File: config.mk
export PLATFORM = sky130hd
export DESIGN_NAME = vga_sync_gen
export DESIGN_NICKNAME = d
export VERILOG_FILES = /design/src/rtl/vga_sync_gen.sv
export SDC_FILE = /design/constraint.sdc
export NUM_CORES = 1
export LEC_CHECK = 0
export CAP_MARGIN = 15
export CORE_AREA = 2 2 60 76
export CTS_CLUSTER_DIAMETER = 30
export CTS_CLUSTER_SIZE = 40
export DETAILED_ROUTE_END_ITERATION = 8
export DIE_AREA = 0 0 62 78
export GPL_ROUTABILITY_DRIVEN = 1
export PLACE_DENSITY = 0.67
export RECOVER_POWER = 50
export SYNTH_ARGS = -nofsm -noshare
export SYNTH_HDL_FRONTEND = slang
export SYNTH_SLANG_ARGS = --single-unit
File: constraint.sdc
create_clock -name F_CLOCK -period 2.3 [get_ports F_CLOCK]
set_input_delay 0.46 -clock F_CLOCK [delete_from_list [all_inputs] [get_ports F_CLOCK]]
set_output_delay 0.46 -clock F_CLOCK [all_outputs]
set_load 0.005 [all_outputs]
File: src/rtl/vga_sync_gen.sv
// Raster timing generator: pixel/line counters, visible-area flag, delayed H/V sync
// and line/frame start pulses, all registered and advancing on the pixel clock enable.
module vga_sync_gen #(
  parameter int H_VISIBLE  = 640,
  parameter int H_FP       = 16,
  parameter int H_SYNC_LEN = 96,
  parameter int H_BP       = 48,
  parameter int V_VISIBLE  = 480,
  parameter int V_FP       = 10,
  parameter int V_SYNC_LEN = 2,
  parameter int V_BP       = 33,
  parameter bit SYNC_POL   = 1'b0,
  parameter int SYNC_DELAY = 0
) (
  input  logic        F_CLOCK,
  input  logic        RESET,
  input  logic        PIX_CE,
  output logic        F_ON,
  output logic [9:0]  F_ROW,
  output logic [10:0] F_COLUMN,
  output logic        H_SYNC,
  output logic        V_SYNC,
  output logic        LINE_START,
  output logic        FRAME_START
);

  localparam int H_TOTAL = H_VISIBLE + H_FP + H_SYNC_LEN + H_BP;
  localparam int V_TOTAL = V_VISIBLE + V_FP + V_SYNC_LEN + V_BP;

  if (H_TOTAL > 2048) begin : g_bad_h_total
    $error("vga_sync_gen: H_TOTAL exceeds 2048");
  end
  if (V_TOTAL > 1024) begin : g_bad_v_total
    $error("vga_sync_gen: V_TOTAL exceeds 1024");
  end
  if (SYNC_DELAY < 0 || SYNC_DELAY > 4) begin : g_bad_delay
    $error("vga_sync_gen: SYNC_DELAY must be 0..4");
  end

  localparam logic [10:0] COL_LAST  = 11'(H_TOTAL - 1);
  localparam logic [9:0]  ROW_LAST  = 10'(V_TOTAL - 1);
  localparam logic [11:0] H_VIS_END = 12'(H_VISIBLE);
  localparam logic [10:0] V_VIS_END = 11'(V_VISIBLE);
  // Sync windows use one extra bit so an end bound equal to the total cannot wrap.
  localparam logic [11:0] H_SYNC_BEG = 12'(H_VISIBLE + H_FP);
  localparam logic [11:0] H_SYNC_END = 12'(H_VISIBLE + H_FP + H_SYNC_LEN);
  localparam logic [10:0] V_SYNC_BEG = 11'(V_VISIBLE + V_FP);
  localparam logic [10:0] V_SYNC_END = 11'(V_VISIBLE + V_FP + V_SYNC_LEN);

  logic        col_wrap;
  logic [10:0] col_next;
  logic [9:0]  row_next;
  logic        on_next;
  logic        h_raw;
  logic        v_raw;
  logic [SYNC_DELAY:0] h_pipe;
  logic [SYNC_DELAY:0] v_pipe;

  // Everything below is derived from the counters as they will be after this
  // pixel step, so registered outputs line up with F_ROW/F_COLUMN.
  always_comb begin
    // NOTE: always_comb uses blocking assignments and gives every output a
    // default first, so no path through the block can infer a latch.
    col_wrap = (F_COLUMN == COL_LAST);
    col_next = col_wrap ? 11'd0 : F_COLUMN + 11'd1;
    row_next = F_ROW;
    if (col_wrap) begin
      row_next = (F_ROW == ROW_LAST) ? 10'd0 : F_ROW + 10'd1;
    end
    on_next = ({1'b0, col_next} < H_VIS_END) && ({1'b0, row_next} < V_VIS_END);
    h_raw = ({1'b0, col_next} >= H_SYNC_BEG) && ({1'b0, col_next} < H_SYNC_END)
            ? SYNC_POL : ~SYNC_POL;
    v_raw = ({1'b0, row_next} >= V_SYNC_BEG) && ({1'b0, row_next} < V_SYNC_END)
            ? SYNC_POL : ~SYNC_POL;
  end

  // NOTE: sequential state uses non-blocking assignments only, so every
  // register samples pre-edge values regardless of statement order.
  always_ff @(posedge F_CLOCK) begin
    if (RESET) begin
      F_COLUMN    <= COL_LAST;
      F_ROW       <= ROW_LAST;
      F_ON        <= 1'b0;
      LINE_START  <= 1'b0;
      FRAME_START <= 1'b0;
      // NOTE: the delay line is a handful of flops, not a RAM, so it is reset
      // to inactive levels; a stale active level would otherwise leak out.
      h_pipe      <= {(SYNC_DELAY + 1){~SYNC_POL}};
      v_pipe      <= {(SYNC_DELAY + 1){~SYNC_POL}};
    end else begin
      LINE_START  <= 1'b0;
      FRAME_START <= 1'b0;
      if (PIX_CE) begin
        F_COLUMN    <= col_next;
        F_ROW       <= row_next;
        F_ON        <= on_next;
        LINE_START  <= col_wrap;
        FRAME_START <= col_wrap && (row_next == 10'd0);
        h_pipe[0]   <= h_raw;
        v_pipe[0]   <= v_raw;
        for (int i = 1; i <= SYNC_DELAY; i++) begin
          h_pipe[i] <= h_pipe[i-1];
          v_pipe[i] <= v_pipe[i-1];
        end
      end
    end
  end

  assign H_SYNC = h_pipe[SYNC_DELAY];
  assign V_SYNC = v_pipe[SYNC_DELAY];

endmodule

Word level (Yosys, flattened, before mapping)
Index checks and enable logic that the tools add are counted.
W data, S select, Z words.
Cells by class
  multiplexer cells: 5
  magnitude comparators: 6
  reduce and logical (&&, ||, !) cells: 6
  equality and inequality tests: 2
  bitwise logic cells: 1
  $add $sub $neg: 2
Operators by type and width (number)
  $lt A11 B10 Y1 const B: 2
  $lt A10 B9 Y1 const B: 2
  $mux W10: 2
  $add A11 B1 Y11 const B: 1
  $eq A11 B10 Y1 const B: 1
  $ge A11 B10 Y1 const B: 1
  $mux W11: 1
  $add A10 B1 Y10 const B: 1
  $eq A10 B10 Y1 const B: 1
  $ge A10 B9 Y1 const B: 1
  $logic_not A10 Y1: 1
  $logic_and A1 B1 Y1: 4
  $mux W1: 2
  $reduce_or A2 Y1: 1
  $not A1 Y1: 1
Word-level totals
  output and inout bits: 26
  bits in registers: 26

Longest topological paths before layout
Gate-level depths: netlist (run 1).
  word-level depth: 6
  depth in mapped cells: 9
  mapped depth without buffers: 8

Least setup slack after synthesis (run 1)
OpenSTA, ideal clock, no wires.
  kind: register to register
  start: register F_ROW[0]
  end: register FRAME_START
  slack: 0.230 ns
  setup time: 0.088 ns
  stages on the path, launching flop included: 10
  data arrival time: 1.982 ns
  period minus slack after synthesis: 2.070 ns
  cell sequence: dfxtp_1 -> inv_1 -> ha_1 -> nor4bb_1 -> and4_2 -> buf_2 -> o21ai_2 -> a221o_1 -> a21o_1 -> nor4_2
Between the ends
  word-level cells in the longest chain between the ends: 5
  elaborated cells on any way between the ends: 6
  classes of those cells: 1 x add/sub; 1 x eq/ne; 2 x mux; 2 x reduce/logical
RTL lines
  start: declaration: RTL line 19  | output logic [9:0] F_ROW,
  start signal: assignment: RTL line 95  | F_ROW <= row_next;
  $add A10 B1 Y10 or $eq A10 B10 Y1 (tied branches): RTL line 68  | row_next = (F_ROW == ROW_LAST) ? 10'd0 : F_ROW + 10'd1;
  $mux W10: RTL line 68
  $mux W10 (*): RTL line 67  | if (col_wrap) begin
  $logic_not A10 Y1 (*): RTL line 98  | FRAME_START <= col_wrap && (row_next == 10'd0);
  $logic_and A1 B1 Y1 (*): RTL line 98
  end signal: assignment: RTL line 98
  end: declaration: RTL line 24  | output logic FRAME_START
Mark *: on every way between the ends. The rest lies on a longest branch, timed or not.
A chain may end at the register's enable or synchronous reset.

Final worst setup path (run 1)
Same ends and word-level chain as after synthesis.

==> flow_summary.yaml, run 1 <==
placement:
  io_buffers: 28
  globalplace.congestion: 0.912
  place.detailed.instances: 319
  detailed_place_hpwl_um: 3890
synthesis:
  synth_async_sr_flop_share_pct: 0
  synthesis.yosys.warnings: 0
  syn_inst: 228
  yosys.area_share.xor_xnor_pct: 4.44
  yosys_register_bits: 26
  adder_and_majority_cell_fraction_of_the_synthesized_area_pct: 2.12
  synth_top_family_by_area: "simple AND/OR/NAND/NOR gates"
  synth_area_in_simple_gates_pct: 34.0
  syn_area_sq_um: 1770
  synth.avg_cell_area_sq_um: 7.78
  number_of_enable_type_register_cells_in_the_synthesized_netlist: 0
  post_synth_num_cell_types: 56
  postSynthNetCount: 234
  synthMuxAreaShare_pct: 0
  synth_seq_area_share_pct: 29.3
  synth-compound-area-share_pct: 22.1
  dominantRegCellSynth: "sky130_fd_sc_hd__dfxtp_1"
die:
  die_h_um: 78
  die_area_sq_um: 4840
  row_count: 26
  floorplan.core_area_sq_um: 4070
  pin_count: 29
  die_width_um: 62
  start_util_pct: 43.6
sta:
  fin_tns_setup_ns: 0
  finClkSkew_ns: 0.00804
  finalSetupViolCount: 0
  report.final.slew_viol_count: 0
  hold_viol_final: 0
  final.min_clock_period_ns: 2.24
  fin_crit_sh_pct: 97.4
  slew-limit-headroom_pct: 37.5
  timing.fmax_mhz: 446
  transition_time_of_the_tightest_slew_check_pin_ns: 0.938
critical_path:
  critPathMaxStageDelay_ns: 0.44
  critPathKind: "flop to flop"
  cp_num_buf_inv: 1
  worst_ep_arrival_time_ns: 2.44
  delay_heaviest_family_cp: "simple AND/OR/NAND/NOR gates"
  depth_of_the_worst_register_to_register_path: 8
  worst_path_max_delay_cell: "sky130_fd_sc_hd__nor4bb_1"
  cp_num_cells: 8
  crit_path_start_kind: "flop"
  crit_fanout: 9
  crit_chain: "inv_1 > ha_1 > nor4bb_1 > and4_4 > o21ai_2 > a221o_1 > a21o_1 > nor4_2"
  end_kind: "flop"
  worst_ep_required_time_ns: 2.50
grt:
  wire_length_of_the_first_global_routing_pass_um: 8270
  number_of_global_route_vias_before_repair: 1712
  antenna_found_initial: 0
  grt_max_degree: 20
  grt_util_all_layers_pct: 22.6
  grt_overflow: 0
detailed_routing:
  route.final.wire_length_um: 5240
  via_per_inst: 5.89
  vias: 1904
  dr_pass1_iterations: 4
  routedWlPerCell_um: 16.2
  antenna_left: 0
  drtIter0Drc: 147
  detail_route.drc_violations: 0
layout:
  layout_common_cells: "sky130_fd_sc_hd__dfxtp_1, sky130_fd_sc_hd__nor2_1, sky130_fd_sc_hd__clkdlybuf4s50_1, sky130_fd_sc_hd__buf_4, sky130_fd_sc_hd__nand2_1"
  finalCoreUtilization_pct: 55.5
  ratio_of_cells_with_drive_above_1_in_the_final_layout_pct: 16.1
  num_antenna_cells: 0
  layout_commonest_cell: "sky130_fd_sc_hd__dfxtp_1"
  syn_to_final_growth_pct: 27.3
  final_cell_count_without_fillers: 323
  layout.nets: 274
power_and_ir_drop:
  worst_ir_drop_vdd_mv: 0.314
  internal_power_summed_over_all_cells_uw: 960
  power.combinational.fraction_pct: 36.7
  design_power_total_uw: 1440
  sequential_share_of_power_pct: 36.3
  power_frac_clock_pct: 27.1
  switching_share_pct: 33.2
  power.density_cell_area_nw_per_um2: 636
  switching_power_uw: 476
  power.static_leakage_uw: 0.000823
clocking:
  tritoncts.num_buffers: 3
  numClockSinks: 26
  cts.root.buffer_cell: "sky130_fd_sc_hd__clkbuf_8"
  cts_max_path_buffers: 2
  cts_htree_levels: 1
  cts.repair_timing.setup_buffer_count: 0
  worst_skew_pair.late_latency_ns: 0.28
  tritoncts: "done"
  worst_setup_hold_path_clk_slew_ns: 0.10
hold_path:
  holdCritPathClass: "flop to flop"
  hold-path-cell-count: 1
outcome:
  run_status: "complete, no violations"
run:
  cap_viol_max_count: 0
[area by class of cell]
| cell class | count | area [sq um] |
|---|---|---|
| fillers | 415 | 1810 |
| multi-input cells | 177 | 1130 |
| flip-flops and latches | 26 | 523 |
| repair buffers | 54 | 445 |
| well taps | 56 | 70.1 |
| clock buffers | 3 | 41.3 |
| clock inverters | 1 | 30.0 |
| inverters | 6 | 22.5 |
[repair_timing]
item | in CTS | in global routing
endpoints found under the setup margin | 0 | 3
hold buffers | 0 | 0
gates resized for setup | 0 | 6
[power by group through the flow]
stage	clock [uW]	combinational, uW	sequential (uW)
final	389	527	521
after global routing	418	571	524
after CTS	395	523	520
after detailed placement	0	519	530
after global placement	0	512	530
after floorplan	0	339	525
[per-stage QoR]
| stage | setup WS, ns | instance area, sq um | hold slack [ns] |
|---|---|---|---|
| floorplan | 0.230 | 1770 | 0.442 |
| global placement | 0.0996 | 2200 | 0.472 |
| detailed placement | 0.0808 | 2200 | 0.490 |
| CTS | 0.0564 | 2270 | 0.511 |
| global route | -0.0842 | 2260 | 0.529 |
| finish | 0.0588 | 2260 | 0.500 |
[logic make-up (layout without fill, tap and decap cells)]
group | after synthesis | after routing
flip-flops | 26 | 26
buffers and inverters | 25 | 64
XOR/XNOR | 9 | 9
AO/OA/AOI/OAI | 59 | 59
AND/OR/NAND/NOR | 106 | 106
adder cells (fa/ha/maj) | 3 | 3
[routing by layer]
layer  GRT usage [%]  vias to the layer above  wire (um)
li1                -                      921          -
met1            27.6                      899       2140
met2            38.3                       73       2780
met3            2.67                       11        237
met4            8.94                        0         89
met5               0                        -          0
[synth_stat cells (all sizes together) (2+ instances only)]
cell	instances	area [sq um]
o31ai	2	15.0
nor3	14	86.3
ha	3	37.5
dfxtp	26	521
or3	4	25.0
and4	5	47.6
nand2b	2	12.5
nor4b	2	17.5
nor2b	2	12.5
nor2	23	86.3
and2b	2	17.5
a22oi	2	15.0
o2111ai	2	17.5
nand4	6	43.8
or4	2	15.0
inv	6	22.5
buf	6	41.3
xnor2	5	43.8
nand2	17	63.8
a21oi	14	70.1
a221o	2	20.0
o21bai	3	22.5
nor4	3	25.0
a41oi	2	17.5
a31oi	3	18.8
xor2	4	35.0
o21ai	16	83.8
and3	7	43.8
clkbuf	12	67.6
nand3	13	65.1
a21o	3	25.0
a211o	2	17.5
[registers in the layout (all words and copies together) (netlist names)]
name	cells
V_SYNC	1
F_ON	1
H_SYNC	1
F_COLUMN	11
FRAME_START	1
F_ROW	10
LINE_START	1
[worst paths after layout]
path                               start  slack [ns]          end
worst max-delay path            F_ROW[0]        0.06  FRAME_START
worst min-delay path              V_SYNC        0.50       V_SYNC
worst max register to register  F_ROW[0]        0.06  FRAME_START
worst min register to register    V_SYNC        0.50       V_SYNC
Note: power is estimated with default switching activity, not from simulation.
==> inputs of run 2 (changes only) <==
--- a/config.mk
+++ b/config.mk
@@ -14,6 +14,7 @@
 export GPL_ROUTABILITY_DRIVEN = 1
 export PLACE_DENSITY = 0.67
 export RECOVER_POWER = 50
+export SKIP_LAST_GASP = 1
 export SYNTH_ARGS = -nofsm -noshare
 export SYNTH_HDL_FRONTEND = slang
 export SYNTH_SLANG_ARGS = --single-unit
==> run 2 against run 1 <==
Effect of this change:
- flip-flop and latch count unchanged
- die area unchanged
- critical endpoint unchanged
- sequential power about the same
- hold slack improved by 0.0039 ns
- worst setup slack about the same
==> flow_summary.yaml, run 2 (same netlist as run 1, synthesis figures left out) <==
detailed_routing:
  vias: 1912
  drtIter0Drc: 146
  dr_pass1_iterations: 4
  route.final.wire_length_um: 5270
  detail_route.drc_violations: 0
  routedWlPerCell_um: 16.3
  antenna_left: 0
  via_per_inst: 5.92
outcome:
  run_status: "complete, no violations"
placement:
  detailed_place_hpwl_um: 3890
  globalplace.congestion: 0.912
  io_buffers: 28
  dpl-instance-area_sq_um: 2200
  place.detailed.instances: 319
run:
  cap_viol_max_count: 0
clocking:
  post_cts.resized_instances: 0
  cts_htree_levels: 1
  post_cts_hold_buffer_count: 0
  tritoncts: "done"
  cts_max_path_buffers: 2
  tritoncts.num_buffers: 3
  numClockSinks: 26
  worst_skew_pair.late_latency_ns: 0.28
  cts.root.buffer_cell: "sky130_fd_sc_hd__clkbuf_8"
  cts.repair_timing.setup_buffer_count: 0
  worst_setup_hold_path_clk_slew_ns: 0.10
critical_path:
  depth_of_the_worst_register_to_register_path: 8
  worst_ep_arrival_time_ns: 2.44
  crit_path_start_kind: "flop"
  r2r_setup_slk_ns: 0.06
  end_kind: "flop"
  worst_ep_required_time_ns: 2.50
  crit_fanout: 9
  critPathKind: "flop to flop"
die:
  die_area_sq_um: 4840
  die_width_um: 62
  row_count: 26
  pin_count: 29
  start_util_pct: 43.6
  floorplan.core_area_sq_um: 4070
  die_h_um: 78
layout:
  final_cell_count_without_fillers: 323
  multi_input_area_sq_um: 1120
  num_antenna_cells: 0
  ratio_of_cells_with_drive_above_1_in_the_final_layout_pct: 18.0
  layout.nets: 274
  largest_register_ff_count: 11
  final_area_sq_um: 2280
  layout_common_cells: "sky130_fd_sc_hd__dfxtp_1, sky130_fd_sc_hd__buf_4, sky130_fd_sc_hd__nor2_1, sky130_fd_sc_hd__clkdlybuf4s50_1, sky130_fd_sc_hd__nand2_1"
  area.sequential_sq_um: 523
  largest_registers: "F_COLUMN x11, F_ROW x10"
  finalCoreUtilization_pct: 56.0
  max_flop_register: "F_COLUMN"
  number_of_fillers_in_the_final_layout: 410
  syn_to_final_growth_pct: 28.3
sta:
  timing.fmax_mhz: 446
  finalSetupViolCount: 0
  rsz0062_at_grt: "true"
  final.min_clock_period_ns: 2.24
  hold_viol_final: 0
  fin_crit_sh_pct: 97.5
  fin_tns_setup_ns: 0
  finClkSkew_ns: 0.00846
  report.final.slew_viol_count: 0
  transition_time_of_the_tightest_slew_check_pin_ns: 0.928
  slew-limit-headroom_pct: 38.2
grt:
  grt_overflow: 0
  grt_most_used_layer: "met2"
  wire_length_of_the_first_global_routing_pass_um: 8270
  grtUsageMet3_pct: 2.67
  grt_util_all_layers_pct: 22.6
  antenna_found_initial: 0
  gr-usage-met1_pct: 27.6
  number_of_global_route_vias_before_repair: 1712
  global_route_met2_usage_pct: 38.3
  grt_max_degree: 20
power_and_ir_drop:
  power.density_cell_area_nw_per_um2: 635
  switching_share_pct: 33.0
  power_frac_clock_pct: 26.8
  worst_ir_drop_vdd_mv: 0.324
  switching_power_uw: 478
  power.static_leakage_uw: 0.000842
  power.combinational.fraction_pct: 37.1
  internal_power_summed_over_all_cells_uw: 969
  sequential_share_of_power_pct: 36.1
  design_power_total_uw: 1450
hold_path:
  holdCritPathClass: "flop to flop"
  hold-path-cell-count: 1
-- run 2: cell types whose count changed in the layout (fill, tap and decap cells not counted), sizes merged --
cell | before | now
dlygate4sd3 | 10 | 5
clkbuf | 11 | 5
buf | 18 | 24
clkdlybuf4s50 | 18 | 23
-- run 2: worst paths after layout --
kind | from | endpoint
hold reg to reg | V_SYNC | V_SYNC
hold / removal | V_SYNC | V_SYNC
setup reg to reg | F_ROW[0] | FRAME_START
setup / recovery | F_ROW[0] | FRAME_START
-- run 2: critical path, cell delays in order, from the launching register on --
cell and delay [ns]:
sky130_fd_sc_hd__dfxtp_2 0.37, sky130_fd_sc_hd__inv_1 0.08, sky130_fd_sc_hd__ha_1 0.14, sky130_fd_sc_hd__nor4bb_1 0.43, sky130_fd_sc_hd__and4_4 0.36, sky130_fd_sc_hd__o21ai_2 0.07
sky130_fd_sc_hd__a221o_1 0.30, sky130_fd_sc_hd__a21o_1 0.18, sky130_fd_sc_hd__nor4_2 0.23
-- run 2: layer usage --
layer	wire (um)	vias up
met5	0	-
met4	84	0
met3	251	13
met2	2800	70
met1	2140	913
li1	-	916
-- run 2: layout make-up --
| type | count | area share, % |
|---|---|---|
| clock buffers | 3 | 1.81 |
| clock inverters | 1 | 1.32 |
| inverters | 6 | 0.990 |
| multi-input cells | 177 | 49.3 |
| flip-flops and latches | 26 | 23.0 |
| well taps | 56 | 3.08 |
| repair buffers | 54 | 20.6 |
-- run 2: stage by stage --
| step | hold slack [ns] | setup slack (ns) |
|---|---|---|
| after floorplan | 0.442 | 0.230 |
| after global placement | 0.472 | 0.0996 |
| after detailed placement | 0.490 | 0.0808 |
| after CTS | 0.511 | 0.0564 |
| after global routing | 0.535 | -0.0842 |
| final | 0.503 | 0.0584 |
-- run 2: power by group through the flow --
stage	clock network [uW]	logic [uW]	registers, uW
final	388	536	522
after global routing	418	579	525
after CTS	395	523	520
after detailed placement	0	519	530
after global placement	0	512	530
after floorplan	0	339	525
==> inputs of run 3 (changes only) <==
--- a/config.mk
+++ b/config.mk
@@ -14,7 +14,6 @@
 export GPL_ROUTABILITY_DRIVEN = 1
 export PLACE_DENSITY = 0.67
 export RECOVER_POWER = 50
-export SKIP_LAST_GASP = 1
 export SYNTH_ARGS = -nofsm -noshare
 export SYNTH_HDL_FRONTEND = slang
 export SYNTH_SLANG_ARGS = --single-unit
==> results of run 3 <==
The final DEF is identical to that of run 1; final timing and power are the same.
